--- config.mk ---
export PLATFORM = sky130hd
export DESIGN_NAME = sequence_generator
export DESIGN_NICKNAME = d
export VERILOG_FILES = /design/src/rtl/seq_gen_pkg.sv /design/src/rtl/seq_piso.sv /design/src/rtl/sequence_generator.sv
export SDC_FILE = /design/constraint.sdc
export NUM_CORES = 1
export LEC_CHECK = 0
export CAP_MARGIN = 20
export CORE_ASPECT_RATIO = 1.1
export CORE_MARGIN = 2
export CORE_UTILIZATION = 25
export DETAILED_ROUTE_END_ITERATION = 10
export PLACE_DENSITY_LB_ADDON = 0.08
export SKIP_CTS_REPAIR_TIMING = 1
export SYNTH_ARGS = -nofsm -noshare
export SYNTH_HDL_FRONTEND = slang
export SYNTH_SLANG_ARGS = --single-unit
--- constraint.sdc ---
create_clock -name clk -period 3.97 [get_ports clk]
set_clock_uncertainty 0.1 [all_clocks]
set_input_delay 1.191 -clock clk [delete_from_list [all_inputs] [get_ports clk]]
set_output_delay 1.191 -clock clk [all_outputs]
set_load 0.05 [all_outputs]
--- src/rtl/seq_gen_pkg.sv ---
// -----------------------------------------------------------------------------
// seq_gen_pkg
// Shared definitions for the serial pattern sequence generator:
//   - default pattern length and counter width
//   - FSM state encoding used by sequence_generator
// -----------------------------------------------------------------------------
package seq_gen_pkg;

    localparam int MAX_LEN_DEF = 8;
    localparam int CNT_W_DEF   = 4;

    typedef enum logic [1:0] {
        IDLE  = 2'd0,
        SHIFT = 2'd1,
        GAP   = 2'd2,
        DONE  = 2'd3
    } state_t;

endpackage

--- src/rtl/seq_piso.sv ---
// -----------------------------------------------------------------------------
// seq_piso
// Parallel-in / serial-out shift register, MSB-first.
// Ports:
//   i_clk    - clock
//   i_reset  - asynchronous active-high reset, clears the register
//   i_clear  - synchronous clear (highest synchronous priority)
//   i_load   - load i_d
//   i_shift  - shift left by one, zero fill
//   i_d      - parallel load value
//   o_msb    - current most significant bit (next serial bit)
// -----------------------------------------------------------------------------
module seq_piso #(
    parameter int WIDTH = 8
) (
    input  logic             i_clk,
    input  logic             i_reset,
    input  logic             i_clear,
    input  logic             i_load,
    input  logic             i_shift,
    input  logic [WIDTH-1:0] i_d,
    output logic             o_msb
);

    logic [WIDTH-1:0] r_sr;

    // Shift register: clear > load > shift > hold
    always_ff @(posedge i_clk or posedge i_reset) begin
        if (i_reset) begin
            r_sr <= '0;
        end else if (i_clear) begin
            r_sr <= '0;
        end else if (i_load) begin
            r_sr <= i_d;
        end else if (i_shift) begin
            r_sr <= {r_sr[WIDTH-2:0], 1'b0};
        end else begin
            r_sr <= r_sr;
        end
    end

    assign o_msb = r_sr[WIDTH-1];

endmodule

--- src/rtl/sequence_generator.sv ---
// -----------------------------------------------------------------------------
// sequence_generator
// Sends a captured pattern MSB-first on a registered serial output, repeated
// rep+1 times with gap idle cycles between repetitions.
// Ports:
//   clk, reset      - clock, asynchronous active-high reset
//   start           - begin a transmission (sampled in IDLE only)
//   abort           - cancel a transmission in SHIFT or GAP
//   pattern         - right-aligned bits to send
//   len, rep, gap   - bit count (clamped to MAX_LEN), extra repeats, gap cycles
//   w, w_valid      - serial bit and its qualifier
//   busy            - high from first to last bit (including gaps)
//   done            - one-cycle pulse after normal completion
// -----------------------------------------------------------------------------
module sequence_generator
    import seq_gen_pkg::*;
#(
    parameter int MAX_LEN = MAX_LEN_DEF,
    parameter int CNT_W   = CNT_W_DEF
) (
    input  logic               clk,
    input  logic               reset,
    input  logic               start,
    input  logic               abort,
    input  logic [MAX_LEN-1:0] pattern,
    input  logic [CNT_W-1:0]   len,
    input  logic [CNT_W-1:0]   rep,
    input  logic [CNT_W-1:0]   gap,
    output logic               w,
    output logic               w_valid,
    output logic               busy,
    output logic               done
);

    localparam logic [CNT_W-1:0] CNT_ONE = {{(CNT_W-1){1'b0}}, 1'b1};
    localparam logic [CNT_W-1:0] LEN_MAX = CNT_W'(MAX_LEN);

    // Left-justify the active len bits so the first bit to send sits at the MSB.
    function automatic logic [MAX_LEN-1:0] align_msb(input logic [MAX_LEN-1:0] p,
                                                     input logic [CNT_W-1:0]   l);
        return p << (MAX_LEN - int'(l));
    endfunction

    state_t               r_state;
    logic                 r_w;
    logic                 r_valid;
    logic                 r_busy;
    logic                 r_done;
    logic [CNT_W-1:0]     r_bit_cnt;   // bits still to send after the current one
    logic [CNT_W-1:0]     r_rep_cnt;   // repetitions still to start
    logic [CNT_W-1:0]     r_gap_cnt;   // gap cycles still to wait after the current one
    logic [CNT_W-1:0]     r_len;
    logic [CNT_W-1:0]     r_gap;
    logic [MAX_LEN-1:0]   r_pat_al;    // captured, left-justified pattern for reloads

    logic                 w_start;
    logic [CNT_W-1:0]     w_len_eff;
    logic [MAX_LEN-1:0]   w_in_al;
    logic [MAX_LEN-1:0]   w_src;
    logic [MAX_LEN-1:0]   w_load_data;
    logic                 w_first_bit;
    logic                 w_load;
    logic                 w_shift;
    logic                 w_clear;
    logic                 w_piso_msb;

    assign w_len_eff   = (len > LEN_MAX) ? LEN_MAX : len;
    assign w_start     = start && (len != '0);
    assign w_in_al     = align_msb(pattern, w_len_eff);
    // The first bit goes straight to w, so the shift register keeps only the rest.
    assign w_first_bit = w_src[MAX_LEN-1];
    assign w_load_data = {w_src[MAX_LEN-2:0], 1'b0};

    // Shift-register control, mirroring the state transitions below
    always_comb begin
        w_load  = 1'b0;
        w_shift = 1'b0;
        w_clear = 1'b0;
        w_src   = r_pat_al;
        case (r_state)
            IDLE: begin
                if (w_start) begin
                    w_load = 1'b1;
                    w_src  = w_in_al;
                end else begin
                    w_load = 1'b0;
                end
            end
            SHIFT: begin
                if (abort) begin
                    w_clear = 1'b1;
                end else if (r_bit_cnt != '0) begin
                    w_shift = 1'b1;
                end else if ((r_rep_cnt != '0) && (r_gap == '0)) begin
                    w_load = 1'b1;
                end else if (r_rep_cnt == '0) begin
                    w_clear = 1'b1;
                end else begin
                    w_load = 1'b0;
                end
            end
            GAP: begin
                if (abort) begin
                    w_clear = 1'b1;
                end else if (r_gap_cnt == '0) begin
                    w_load = 1'b1;
                end else begin
                    w_load = 1'b0;
                end
            end
            DONE: begin
                w_clear = 1'b0;
            end
            default: begin
                w_clear = 1'b1;
            end
        endcase
    end

    seq_piso #(
        .WIDTH (MAX_LEN)
    ) u_piso (
        .i_clk   (clk),
        .i_reset (reset),
        .i_clear (w_clear),
        .i_load  (w_load),
        .i_shift (w_shift),
        .i_d     (w_load_data),
        .o_msb   (w_piso_msb)
    );

    // Main FSM with counters and registered outputs
    always_ff @(posedge clk or posedge reset) begin
        if (reset) begin
            r_state   <= IDLE;
            r_w       <= 1'b0;
            r_valid   <= 1'b0;
            r_busy    <= 1'b0;
            r_done    <= 1'b0;
            r_bit_cnt <= '0;
            r_rep_cnt <= '0;
            r_gap_cnt <= '0;
            r_len     <= '0;
            r_gap     <= '0;
            r_pat_al  <= '0;
        end else begin
            case (r_state)
                IDLE: begin
                    r_done <= 1'b0;
                    if (w_start) begin
                        r_state   <= SHIFT;
                        r_len     <= w_len_eff;
                        r_gap     <= gap;
                        r_rep_cnt <= rep;
                        r_bit_cnt <= w_len_eff - CNT_ONE;
                        r_pat_al  <= w_in_al;
                        r_w       <= w_first_bit;
                        r_valid   <= 1'b1;
                        r_busy    <= 1'b1;
                    end else begin
                        r_w     <= 1'b0;
                        r_valid <= 1'b0;
                        r_busy  <= 1'b0;
                    end
                end
                SHIFT: begin
                    if (abort) begin
                        r_state   <= IDLE;
                        r_w       <= 1'b0;
                        r_valid   <= 1'b0;
                        r_busy    <= 1'b0;
                        r_bit_cnt <= '0;
                        r_rep_cnt <= '0;
                        r_gap_cnt <= '0;
                    end else if (r_bit_cnt != '0) begin
                        r_w       <= w_piso_msb;
                        r_bit_cnt <= r_bit_cnt - CNT_ONE;
                    end else if (r_rep_cnt != '0) begin
                        if (r_gap != '0) begin
                            r_state   <= GAP;
                            r_gap_cnt <= r_gap - CNT_ONE;
                            r_w       <= 1'b0;
                            r_valid   <= 1'b0;
                        end else begin
                            // Back-to-back repetition: no bubble between copies.
                            r_w       <= w_first_bit;
                            r_bit_cnt <= r_len - CNT_ONE;
                            r_rep_cnt <= r_rep_cnt - CNT_ONE;
                        end
                    end else begin
                        r_state <= DONE;
                        r_w     <= 1'b0;
                        r_valid <= 1'b0;
                        r_busy  <= 1'b0;
                        r_done  <= 1'b1;
                    end
                end
                GAP: begin
                    if (abort) begin
                        r_state   <= IDLE;
                        r_busy    <= 1'b0;
                        r_bit_cnt <= '0;
                        r_rep_cnt <= '0;
                        r_gap_cnt <= '0;
                    end else if (r_gap_cnt != '0) begin
                        r_gap_cnt <= r_gap_cnt - CNT_ONE;
                    end else begin
                        r_state   <= SHIFT;
                        r_w       <= w_first_bit;
                        r_valid   <= 1'b1;
                        r_bit_cnt <= r_len - CNT_ONE;
                        r_rep_cnt <= r_rep_cnt - CNT_ONE;
                    end
                end
                DONE: begin
                    r_state <= IDLE;
                    r_done  <= 1'b0;
                end
                default: begin
                    r_state <= IDLE;
                    r_w     <= 1'b0;
                    r_valid <= 1'b0;
                    r_busy  <= 1'b0;
                    r_done  <= 1'b0;
                end
            endcase
        end
    end

    assign w       = r_w;
    assign w_valid = r_valid;
    assign busy    = r_busy;
    assign done    = r_done;

endmodule

==> qor.txt <==
status -> completed
H-tree lvl count -> 2
hold crit path type -> reg2reg
Cell Area, Placed -> 3250 µm²
cell area after synthesis -> 2760 µm²
CTS tree -> done
Max clock buf depth -> 2
Die X -> 104 µm
commonest cells after routing, fill and taps aside -> nand2_1 (52), dfrtp_1 (41), o21ai_0 (30), clkdlybuf4s50_1 (27), inv_1 (21)
DP Wirelength -> 5920 µm
# setup viols final -> 0
CTS clock-pin slew for the worst setup and hold paths -> 0.06 ns
Avg Cell Area, Syn -> 8.70 µm²
GRT Residual Overflow -> 0
area of the die -> 11900 µm²
post-synthesis async set-or-reset flop share -> 1.00
crit path capture type -> register
final core occ -> 0.312
# DRC -> 0
worst reg2reg path endpoint -> r_rep_cnt[2]
total core area -> 10900 µm²
Reg-to-Reg Start -> r_state[0]
number of global-route vias before repair -> 2451
FF+latch count, synth -> 41
power per cell area -> 704 nW/µm²
startpoint types -> input port
gr usage total -> 0.135
sequential area share after synthesis -> 0.372
largest net degree at the start of global routing -> 42
Slew HR -> 0.561
period utilization -> 0.853
CP max FO -> 9
vias -> 2479
clock latency on the worst-skew pair -> 0.28 ns
initial antenna violation count -> 0
crit path DAT -> 3.47 ns
per-cell routed wire length -> 15.6 µm
Leak -> 0.00142 µW
Post-Syn Instances -> 317
GP Congestion -> 0.777
critical path required time -> 4.05 ns
Tmin final -> 3.38 ns
Slew Limit Fails -> 0
first-pass GRT wire length -> 13000 µm
Port Buffers -> 27
commonest non-fill, non-tap cell in the layout -> nand2_1
top_reg_cell synth -> dfrtp_1
CP Cell Sequence -> clkdlybuf4s50_1 > inv_1 > nand2_1 > ha_1 > nand2_1 > mux4_2 > o31ai_1 > nor2_1 > a311oi_1
share of post-route cells with drive strength above 1 -> 0.0826
r2r setup slk -> 1.26 ns
Post-DRT Antenna Nets -> 0
clk sinks -> 41
buffers and inverters on the worst path -> 2
Critical Path Max Stage Delay -> 0.55 ns
area grow syn2layout -> 22.9%
Ys Warns -> 0
die height -> 114 µm
Cell variety after synth -> 53
root buf cell -> clkbuf_16
fmax -> 295 MHz
EDFF count, synth -> 0
nets@finish -> 389
# IOs -> 28
Crit path depth -> 9
max-cap viol count -> 0
Setup TNS -> 0 ns
via density per instance -> 4.98
Net Count, Synth -> 356
DRT Pass-1 Iters -> 4
WS Path Type -> in2reg
Post-Route WL -> 7770 µm
cell area after layout -> 3390 µm²
final hold violations -> 0
VDD IR max -> 236 µV
CTS buffer count -> 5
slowest cell on the critical path -> clkdlybuf4s50_1
placement row count -> 40
crit path from -> len[3]
Crit path max-delay family -> buffers and inverters
RSZ-0062 raised after global routing -> false
initial DRC count -> 92
Most common cell on crit path -> nand2_1
r2r worst-path depth -> 7
worst-margin pin slew -> 0.659 ns
Worst Setup EP -> u_piso.r_sr[4]
Initial Util -> 0.254
antenna cells -> 0
==> worst min-delay path, cell delays in order (launching register included) <==
cell and delay (ns):
dfrtp_1 0.32, nand2_1 0.06, o31ai_1 0.07
==> area by class of cell <==
| cell class | count | area [µm²] |
|---|---|---|
| clock buffer | 6 | 129 |
| clock inverter | 2 | 10.0 |
| fill | 1182 | 7470 |
| inverter | 21 | 78.8 |
| multi-input combinational | 240 | 1590 |
| sequential | 41 | 1030 |
| tap | 147 | 184 |
| timing repair buffer | 41 | 375 |
==> layer usage <==
layer / routed length [µm] / vias to the layer above / track usage / share of wire
li1: - / 1220 / - / -
met4: 82 / 0 / 0.0297 / 0.011
met5: 0 / - / 0 / 0
met3: 243 / 8 / 0.0222 / 0.031
met1: 3740 / 1207 / 0.186 / 0.48
met2: 3710 / 44 / 0.224 / 0.48
==> state kept, by name, indices dropped and copies added, names as in the netlist <==
name         flops
busy             1
done             1
r_bit_cnt        4
r_gap            4
r_gap_cnt        4
r_len            4
r_pat_al         8
r_rep_cnt        4
r_state          2
u_piso.r_sr      7
w                1
w_valid          1
==> where the power goes <==
| part | internal, µW | total [µW] | switching, µW |
|---|---|---|---|
| combinational | 504 | 1240 | 736 |
| clock | 231 | 403 | 171 |
| sequential | 603 | 743 | 141 |
==> cells in the mapped netlist, types with 2 or more instances <==
master	n	area, µm²
mux2_2	3	33.8
o21ai_0	30	150
or4_1	2	15.0
o21a_1	4	30.0
o211ai_1	4	30.0
xnor2_1	4	35.0
ha_1	15	188
o2111ai_1	5	43.8
nand2b_1	6	37.5
a311oi_1	3	26.3
buf_2	2	10.0
buf_1	2	7.51
nor2b_1	5	31.3
a31oi_1	9	56.3
a21oi_1	10	50.1
nor3_1	3	15.0
mux2i_1	10	100
clkbuf_1	9	33.8
nor3b_1	5	37.5
inv_1	21	78.8
a211oi_1	2	15.0
dfrtp_1	41	1030
a221o_1	3	30.0
nor2_1	12	45.0
o221ai_1	5	43.8
nand3_1	14	70.1
o31ai_1	9	67.6
nand2_1	52	195
mux4_2	2	45.0
xor2_1	2	17.5
==> stage by stage <==
stage	hold slack, ns	std cells	setup WS (ns)	power (µW)
3_3_place_gp	0.394	490	0.354	2010
3_5_place_dp	0.371	490	0.275	2000
5_1_grt	0.424	498	0.380	2600
4_1_cts	0.386	498	0.558	2410
6_report	0.385	498	0.585	2390
2_1_floorplan	0.343	317	0.737	1620
==> how the worst min path moves through the flow <==
stage                 from  cells past startpoint           to  slack, ns
2_1_floorplan  r_pat_al[2]                      2  r_pat_al[2]       0.34
3_3_place_gp   r_pat_al[2]                      2  r_pat_al[2]       0.39
3_5_place_dp   r_pat_al[2]                      2  r_pat_al[2]       0.37
4_1_cts        r_pat_al[2]                      2  r_pat_al[2]       0.39
5_1_grt        r_pat_al[2]                      2  r_pat_al[2]       0.42
6_report       r_pat_al[2]                      2  r_pat_al[2]       0.39
==> cells by family (layout without fill, tap and decap cells) <==
family / after synthesis / in the layout / synth area share
flip-flops: 41 / 41 / 0.372
adder cells (fa/ha/maj): 15 / 15 / 0.0680
multiplexers: 15 / 15 / 0.0649
AND/OR/NAND/NOR: 107 / 107 / 0.186
AO/OA/AOI/OAI: 97 / 97 / 0.237
buffers and inverters: 36 / 70 / 0.0531
XOR/XNOR: 6 / 6 / 0.0190
(Power assumes the default switching activity.)
